File: config.mk
export PLATFORM = sky130hd
export DESIGN_NAME = countdown_flat
export DESIGN_NICKNAME = d
export VERILOG_FILES = /design/src/rtl/countdown_if.sv /design/src/rtl/countdown.sv /design/src/flat_wrapper.sv
export SDC_FILE = /design/constraint.sdc
export NUM_CORES = 1
export LEC_CHECK = 0
export CORE_MARGIN = 2
export CORE_UTILIZATION = 30
export CTS_BUF_LIST = sky130_fd_sc_hd__clkbuf_4 sky130_fd_sc_hd__clkbuf_8 sky130_fd_sc_hd__clkbuf_16
export CTS_CLUSTER_DIAMETER = 150
export DETAILED_ROUTE_END_ITERATION = 16
export SLEW_MARGIN = 5
export SYNTH_ARGS = -nofsm -noshare
export SYNTH_HDL_FRONTEND = slang
export SYNTH_SLANG_ARGS = --single-unit
File: constraint.sdc
create_clock -name Clock_1MSec -period 2.9 [get_ports Clock_1MSec]
set_clock_uncertainty 0.2 [all_clocks]
set_input_delay 0.58 -clock Clock_1MSec [delete_from_list [all_inputs] [get_ports Clock_1MSec]]
set_output_delay 0.58 -clock Clock_1MSec [all_outputs]
set_load 0.02 [all_outputs]
File: src/rtl/countdown_if.sv
//==============================================================================
// Module      : countdown_if
// Description : Control, preset and count/status bundle of the countdown timer.
// Revision    : 1.0 - initial release
//==============================================================================
`default_nettype none

interface countdown_if;
    logic       Load_T;
    logic       Start_T;
    logic       Stop_T;
    logic [3:0] Hours_In;
    logic [5:0] Mins_In;
    logic [5:0] Secs_In;
    logic [9:0] MSecs_In;
    logic [3:0] Hours_T;
    logic [5:0] Mins_T;
    logic [5:0] Secs_T;
    logic [9:0] MSecs_T;
    logic       Running;
    logic       Alarm;

    modport master (
        output Load_T, Start_T, Stop_T, Hours_In, Mins_In, Secs_In, MSecs_In,
        input  Hours_T, Mins_T, Secs_T, MSecs_T, Running, Alarm
    );

    modport slave (
        input  Load_T, Start_T, Stop_T, Hours_In, Mins_In, Secs_In, MSecs_In,
        output Hours_T, Mins_T, Secs_T, MSecs_T, Running, Alarm
    );
endinterface

`default_nettype wire

File: src/rtl/countdown.sv
//==============================================================================
// Module      : countdown
// Description : Hours/mins/secs/msecs countdown timer with a timed alarm,
//               stepped by the 1 ms clock. Optional macro AUTO_RELOAD_EN
//               restarts from the preset on zero with a 1-cycle alarm pulse.
// Revision    : 1.0 - initial release
//==============================================================================
`default_nettype none

module countdown #(
    parameter int MSEC_MAX  = 999,
    parameter int SEC_MAX   = 59,
    parameter int ALARM_LEN = 1000
) (
    input  wire logic  Clock_1MSec,
    input  wire logic  Reset,
    countdown_if.slave bus
);

    localparam logic [9:0] c_msec_max = 10'(MSEC_MAX);
    localparam logic [5:0] c_sec_max  = 6'(SEC_MAX);

    typedef enum logic [1:0] {
        S_IDLE  = 2'd0,
        S_RUN   = 2'd1,
        S_PAUSE = 2'd2,
        S_DONE  = 2'd3
    } state_t;

    state_t     state_q,   state_d;
    logic [3:0] hours_q,   hours_d;
    logic [5:0] mins_q,    mins_d;
    logic [5:0] secs_q,    secs_d;
    logic [9:0] msecs_q,   msecs_d;
    logic       running_q, running_d;
    logic       alarm_q,   alarm_d;

`ifdef AUTO_RELOAD_EN
    logic [3:0] p_hours_q, p_hours_d;
    logic [5:0] p_mins_q,  p_mins_d;
    logic [5:0] p_secs_q,  p_secs_d;
    logic [9:0] p_msecs_q, p_msecs_d;
`else
    localparam int                  c_acnt_w     = $clog2(ALARM_LEN + 1);
    localparam logic [c_acnt_w-1:0] c_alarm_last = c_acnt_w'(ALARM_LEN - 1);

    logic [c_acnt_w-1:0] acnt_q, acnt_d;
`endif

    logic [5:0] w_mins_in;
    logic [5:0] w_secs_in;
    logic [9:0] w_msecs_in;
    logic       w_count_zero;
    logic       w_count_one;

    always_comb begin
        w_mins_in  = (bus.Mins_In  > c_sec_max)  ? c_sec_max  : bus.Mins_In;
        w_secs_in  = (bus.Secs_In  > c_sec_max)  ? c_sec_max  : bus.Secs_In;
        w_msecs_in = (bus.MSecs_In > c_msec_max) ? c_msec_max : bus.MSecs_In;
        w_count_zero = (hours_q == 4'd0) && (mins_q == 6'd0) &&
                       (secs_q == 6'd0) && (msecs_q == 10'd0);
        w_count_one  = (hours_q == 4'd0) && (mins_q == 6'd0) &&
                       (secs_q == 6'd0) && (msecs_q == 10'd1);
    end

    always_comb begin
        state_d = state_q;
        hours_d = hours_q;
        mins_d  = mins_q;
        secs_d  = secs_q;
        msecs_d = msecs_q;
`ifdef AUTO_RELOAD_EN
        p_hours_d = p_hours_q;
        p_mins_d  = p_mins_q;
        p_secs_d  = p_secs_q;
        p_msecs_d = p_msecs_q;
        // Alarm is only ever a single-cycle pulse in this mode.
        alarm_d   = 1'b0;
`else
        acnt_d    = acnt_q;
        alarm_d   = alarm_q;
`endif

        if (bus.Load_T) begin
            hours_d = bus.Hours_In;
            mins_d  = w_mins_in;
            secs_d  = w_secs_in;
            msecs_d = w_msecs_in;
            state_d = S_IDLE;
            alarm_d = 1'b0;
`ifdef AUTO_RELOAD_EN
            p_hours_d = bus.Hours_In;
            p_mins_d  = w_mins_in;
            p_secs_d  = w_secs_in;
            p_msecs_d = w_msecs_in;
`else
            acnt_d    = '0;
`endif
        end else begin
            case (state_q)
                S_IDLE: begin
                    if (bus.Start_T && !bus.Stop_T && !w_count_zero) begin
                        state_d = S_RUN;
                    end
                end
                S_RUN: begin
                    if (bus.Stop_T) begin
                        state_d = S_PAUSE;
                    end else if (w_count_one) begin
`ifdef AUTO_RELOAD_EN
                        hours_d = p_hours_q;
                        mins_d  = p_mins_q;
                        secs_d  = p_secs_q;
                        msecs_d = p_msecs_q;
                        alarm_d = 1'b1;
`else
                        msecs_d = 10'd0;
                        state_d = S_DONE;
                        alarm_d = 1'b1;
                        acnt_d  = c_alarm_last;
`endif
                    end else if (msecs_q != 10'd0) begin
                        msecs_d = msecs_q - 10'd1;
                    end else begin
                        // Ripple borrow; RUN never holds a zero count, so hours cannot wrap.
                        msecs_d = c_msec_max;
                        if (secs_q != 6'd0) begin
                            secs_d = secs_q - 6'd1;
                        end else begin
                            secs_d = c_sec_max;
                            if (mins_q != 6'd0) begin
                                mins_d = mins_q - 6'd1;
                            end else begin
                                mins_d  = c_sec_max;
                                hours_d = hours_q - 4'd1;
                            end
                        end
                    end
                end
                S_PAUSE: begin
                    if (bus.Start_T && !bus.Stop_T) begin
                        state_d = S_RUN;
                    end
                end
                default: begin
`ifdef AUTO_RELOAD_EN
                    state_d = S_IDLE;
`else
                    if (acnt_q == '0) begin
                        alarm_d = 1'b0;
                        state_d = S_IDLE;
                    end else begin
                        acnt_d = acnt_q - 1'b1;
                    end
`endif
                end
            endcase
        end

        running_d = (state_d == S_RUN);
    end

    always_ff @(posedge Clock_1MSec or posedge Reset) begin
        if (Reset) begin
            state_q   <= S_IDLE;
            hours_q   <= 4'd0;
            mins_q    <= 6'd0;
            secs_q    <= 6'd0;
            msecs_q   <= 10'd0;
            running_q <= 1'b0;
            alarm_q   <= 1'b0;
`ifdef AUTO_RELOAD_EN
            p_hours_q <= 4'd0;
            p_mins_q  <= 6'd0;
            p_secs_q  <= 6'd0;
            p_msecs_q <= 10'd0;
`else
            acnt_q    <= '0;
`endif
        end else begin
            state_q   <= state_d;
            hours_q   <= hours_d;
            mins_q    <= mins_d;
            secs_q    <= secs_d;
            msecs_q   <= msecs_d;
            running_q <= running_d;
            alarm_q   <= alarm_d;
`ifdef AUTO_RELOAD_EN
            p_hours_q <= p_hours_d;
            p_mins_q  <= p_mins_d;
            p_secs_q  <= p_secs_d;
            p_msecs_q <= p_msecs_d;
`else
            acnt_q    <= acnt_d;
`endif
        end
    end

    assign bus.Hours_T = hours_q;
    assign bus.Mins_T  = mins_q;
    assign bus.Secs_T  = secs_q;
    assign bus.MSecs_T = msecs_q;
    assign bus.Running = running_q;
    assign bus.Alarm   = alarm_q;

endmodule

`default_nettype wire

File: src/flat_wrapper.sv
// flat-port wrapper written by rule: the top's interface ports become plain ports
module countdown_flat 
#(
    parameter int MSEC_MAX  = 999,
    parameter int SEC_MAX   = 59,
    parameter int ALARM_LEN = 1000
)
  (Clock_1MSec, Reset, bus_Load_T, bus_Start_T, bus_Stop_T, bus_Hours_In, bus_Mins_In, bus_Secs_In, bus_MSecs_In, bus_Hours_T, bus_Mins_T, bus_Secs_T, bus_MSecs_T, bus_Running, bus_Alarm);
  countdown_if bus_i ();
  input  wire logic Clock_1MSec;
  input  wire logic Reset;
  input wire logic [$bits(bus_i.Load_T)-1:0] bus_Load_T;
  input wire logic [$bits(bus_i.Start_T)-1:0] bus_Start_T;
  input wire logic [$bits(bus_i.Stop_T)-1:0] bus_Stop_T;
  input wire logic [$bits(bus_i.Hours_In)-1:0] bus_Hours_In;
  input wire logic [$bits(bus_i.Mins_In)-1:0] bus_Mins_In;
  input wire logic [$bits(bus_i.Secs_In)-1:0] bus_Secs_In;
  input wire logic [$bits(bus_i.MSecs_In)-1:0] bus_MSecs_In;
  output wire logic [$bits(bus_i.Hours_T)-1:0] bus_Hours_T;
  output wire logic [$bits(bus_i.Mins_T)-1:0] bus_Mins_T;
  output wire logic [$bits(bus_i.Secs_T)-1:0] bus_Secs_T;
  output wire logic [$bits(bus_i.MSecs_T)-1:0] bus_MSecs_T;
  output wire logic [$bits(bus_i.Running)-1:0] bus_Running;
  output wire logic [$bits(bus_i.Alarm)-1:0] bus_Alarm;
  assign bus_i.Load_T = bus_Load_T;
  assign bus_i.Start_T = bus_Start_T;
  assign bus_i.Stop_T = bus_Stop_T;
  assign bus_i.Hours_In = bus_Hours_In;
  assign bus_i.Mins_In = bus_Mins_In;
  assign bus_i.Secs_In = bus_Secs_In;
  assign bus_i.MSecs_In = bus_MSecs_In;
  assign bus_Hours_T = bus_i.Hours_T;
  assign bus_Mins_T = bus_i.Mins_T;
  assign bus_Secs_T = bus_i.Secs_T;
  assign bus_MSecs_T = bus_i.MSecs_T;
  assign bus_Running = bus_i.Running;
  assign bus_Alarm = bus_i.Alarm;
  countdown #(.MSEC_MAX(MSEC_MAX), .SEC_MAX(SEC_MAX), .ALARM_LEN(ALARM_LEN)) u_core (.Clock_1MSec(Clock_1MSec), .Reset(Reset), .bus(bus_i));
endmodule
==> flow_summary.ini, run 1 <==
[yosys]
synthAdderAreaFrac_pct = 3.13
synth.largest_area_cell = dfrtp_1
synth_top_family_by_area = simple AND/OR/NAND/NOR gates
synth.area.top_cells = dfrtp_1 (36%), nor2_1 (3.9%), nand2_1 (3.8%)
synthFlopType = dfrtp_1
ys_seq_area_share_pct = 35.8
async_reset_ff_share_pct = 100
yosys_warnings = 0
synth_nets = 352
synth.most_common_cell = dfrtp_1
synthSimpleGateAreaFrac_pct = 25.7
synth_area_per_cell_um2 = 8.91
synth_cell_types = 71
synth_top_area_share_pct = 35.8
ys_top_cells_by_count = dfrtp_1 (40), nor2_1 (29), nand2_1 (28)
synth_area_mm2 = 0.00280
synth_seq_cells = 40
synth-edff-count = 0
synth_compound_area_share_pct = 25.0
synthCells = 314
muxShareOfSynthArea_pct = 2.95
synth_xor_area_share_pct = 1.88

[floorplanning]
die_w_um = 101
die_y_um = 101
core_mm2 = 0.00915
io_pins = 59
dieArea_mm2 = 0.0101
placementRows = 35
initial_core_util_pct = 30.6

[place]
gp_congestion = 0.864
numPortBuffers = 58
place_ws_ns = 0.0402
hpwl_um = 5950

[power_and_ir_drop]
power_density_mw_per_mm2 = 420
leakage_uw = 0.00152
vdd_drop_max_uv = 173

[detailed_routing]
drt-pass1-iter-count = 4
routed_via_density = 5.50
top_layer = met4
wl_met1_um = 3820
route.met2.wl_um = 3700
vias = 2723
detailedRoute.firstIterationViolations = 92
post_drt_wl_per_cell_um = 15.8
met3_length_um = 259
postRouteWirelength_um = 7820
drc = 0
ant_nets = 0

[setup_path]
rr_worst_depth = 7
path_depth = 7
criticalPathCategory = flop to flop
worst_path_max_delay_cell = nor3_1
worstPathCellList = inv_1 -> ha_1 -> nor4b_1 -> nand2b_1 -> nor3_1 -> nor3_1 -> a221o_1
crit_top_cell = nor3_1
critical_path_buf_inv_count = 1
cp_max_fo = 4
cp_data_arrival_time_ns = 2.67
worst-endpoint-required_ns = 2.88
cp-start-kind = flop
crit_family = simple AND/OR/NAND/NOR gates
critPathMaxStageDelay_ns = 0.48
cp-end-kind = flop

[cells_and_area]
antennaDiodeCount = 0
layout.nets = 421
area_growth_pct = 31.4
drive_above_1_share_pct = 11.5

[timing]
post-route-period-util_pct = 92.8
setup_slack_ns = 0.208
finalSetupViolations = 0
slew_violations = 0
worstMarginPinSlew_ns = 0.558
hold_viol_final = 0
slew_headroom_pct = 62.5
setup_tns_ns = 0
rsz0062_at_grt = no
fmax_mhz = 371
finalHoldWorstSlack_ns = 0.324
period_needed_ns = 2.69

[min_path]
hold_path_depth = 1
hold_class = flop to flop

[clock_tree]
cts_buffer_depth = 2
clkSlewWorstSetupHoldPaths_ns = 0.09
cts_buffers = 5
htree_levels = 2
worstSkewPairLatency_ns = 0.30
cts_tree = yes
postCtsSetupBuffers = 0
clockRootBuffer = clkbuf_8
clock-sinks = 40

[flow_run]
max_cap_violations = 0

[global_routing]
antenna_found_initial = 0
track_usage_pct = 16.3
grt_pass1_wl_um = 13300
grt_overflow = 0
grt_start_max_net_pins = 41
grt_pass1_vias = 2705

[outcome]
status = finished, final reports clean
## power breakdown
part	switching (uW)	leakage [uW]	internal (uW)
sequential	66.7	0.000496	599
clock	212	0.0000541	255
combinational	207	0.000972	204
total	486	0.00152	1060
## final timing paths
kind / start / endpoint / slack [ns]
min in group asynchronous: Reset / u_core.acnt_q[2]$_DFFE_PP0P_ / 0.52
max in group asynchronous: Reset / u_core.bus.MSecs_T[4]$_DFFE_PP0P_ / 1.62
setup / recovery: u_core.bus.Secs_T[0]$_DFFE_PP0P_ / u_core.bus.MSecs_T[8]$_DFFE_PP0P_ / 0.21
hold / removal: u_core.bus.Alarm$_DFFE_PP0P_ / u_core.bus.Alarm$_DFFE_PP0P_ / 0.32
hold reg to reg: u_core.bus.Alarm$_DFFE_PP0P_ / u_core.bus.Alarm$_DFFE_PP0P_ / 0.32
setup reg to reg: u_core.bus.Secs_T[0]$_DFFE_PP0P_ / u_core.bus.MSecs_T[8]$_DFFE_PP0P_ / 0.21
## what timing repair did
item	4_1_cts	5_1_grt
hold buffers	0	0
resized for setup	0	1
setup endpoints to repair	0	2
endpoints found under the hold margin	0	0
## cells by family after synthesis
family / count (synthesis)
flops: 40
fa+ha+maj: 7
simple gates: 127
compound gates: 93
mux: 8
buf+inv: 33
xor+xnor: 6
## registers in the layout (all words and copies together) (netlist names)
name                flops
u_core.bus.MSecs_T     10
u_core.bus.Alarm        1
u_core.bus.Secs_T       6
u_core.acnt_q          10
u_core.bus.Hours_T      4
u_core.bus.Mins_T       6
u_core.state_q          2
u_core.bus.Running      1
## layout make-up
cell class | count | area [um2]
Sequential cell | 40 | 1000
Inverter | 20 | 75.1
Multi-Input combinational cell | 241 | 1640
Timing Repair Buffer | 75 | 708
Clock buffer | 5 | 68.8
Clock inverter | 3 | 42.5
Fill cell | 922 | 5480
Tap cell | 111 | 139
## metrics by stage
step                util, %  cell area, um2  power [uW]  cells
CTS                    40.1            3670        1560    495
floorplan                 -            2800         898    314
global placement       38.9            3560        1080    487
global route           40.1            3670        1640    495
detailed placement     38.9            3560        1090    487
finish                 40.1            3670        1540    495
## routing by layer
metal	up-vias	GRT usage, %
met5	-	0
met4	0	3.79
met3	5	2.57
met2	52	27.2
met1	1338	22.3
li1	1328	-
## placed cells by master (no fill, tap or decap), types with 3 or more instances in the layout
master and count:
clkdlybuf4s50_1 58, dfrtp_1 40, nor2_1 29, nand2_1 28
inv_1 20, a21oi_1 18, buf_4 17, nor3_1 13
o21ai_0 11, nand4_1 7, ha_1 7, mux2i_1 6
a31oi_1 6, nand3_1 5, or3_1 5, a211oi_1 5
clkbuf_8 5, nor2b_1 4, and3_1 4, nand2b_1 4
a311oi_1 4, a2bb2oi_1 4, a221oi_1 4, nor4b_1 3
o21ai_1 3, nor4_1 3, o31ai_1 3, o211ai_1 3
o31a_1 3, o211a_1 3, a221o_1 3, xor2_1 3
xnor2_1 3
No activity file was read; power rests on OpenSTA's default activity.
==> inputs of run 2 (changes only) <==
--- a/config.mk
+++ b/config.mk
@@ -8,7 +8,7 @@
 export CORE_MARGIN = 2
 export CORE_UTILIZATION = 30
 export CTS_BUF_LIST = sky130_fd_sc_hd__clkbuf_4 sky130_fd_sc_hd__clkbuf_8 sky130_fd_sc_hd__clkbuf_16
-export CTS_CLUSTER_DIAMETER = 150
+export CTS_CLUSTER_DIAMETER = 40
 export DETAILED_ROUTE_END_ITERATION = 16
 export SLEW_MARGIN = 5
 export SYNTH_ARGS = -nofsm -noshare
==> results of run 2 <==
No change in the layout: final DEF, timing and power equal those of run 1.
==> inputs of run 3 (changes only) <==
--- a/config.mk
+++ b/config.mk
@@ -14,3 +14,4 @@
 export SYNTH_ARGS = -nofsm -noshare
 export SYNTH_HDL_FRONTEND = slang
 export SYNTH_SLANG_ARGS = --single-unit
+export TNS_END_PERCENT = 100
==> results of run 3 <==
No change in the layout: final DEF, timing and power equal those of run 1.
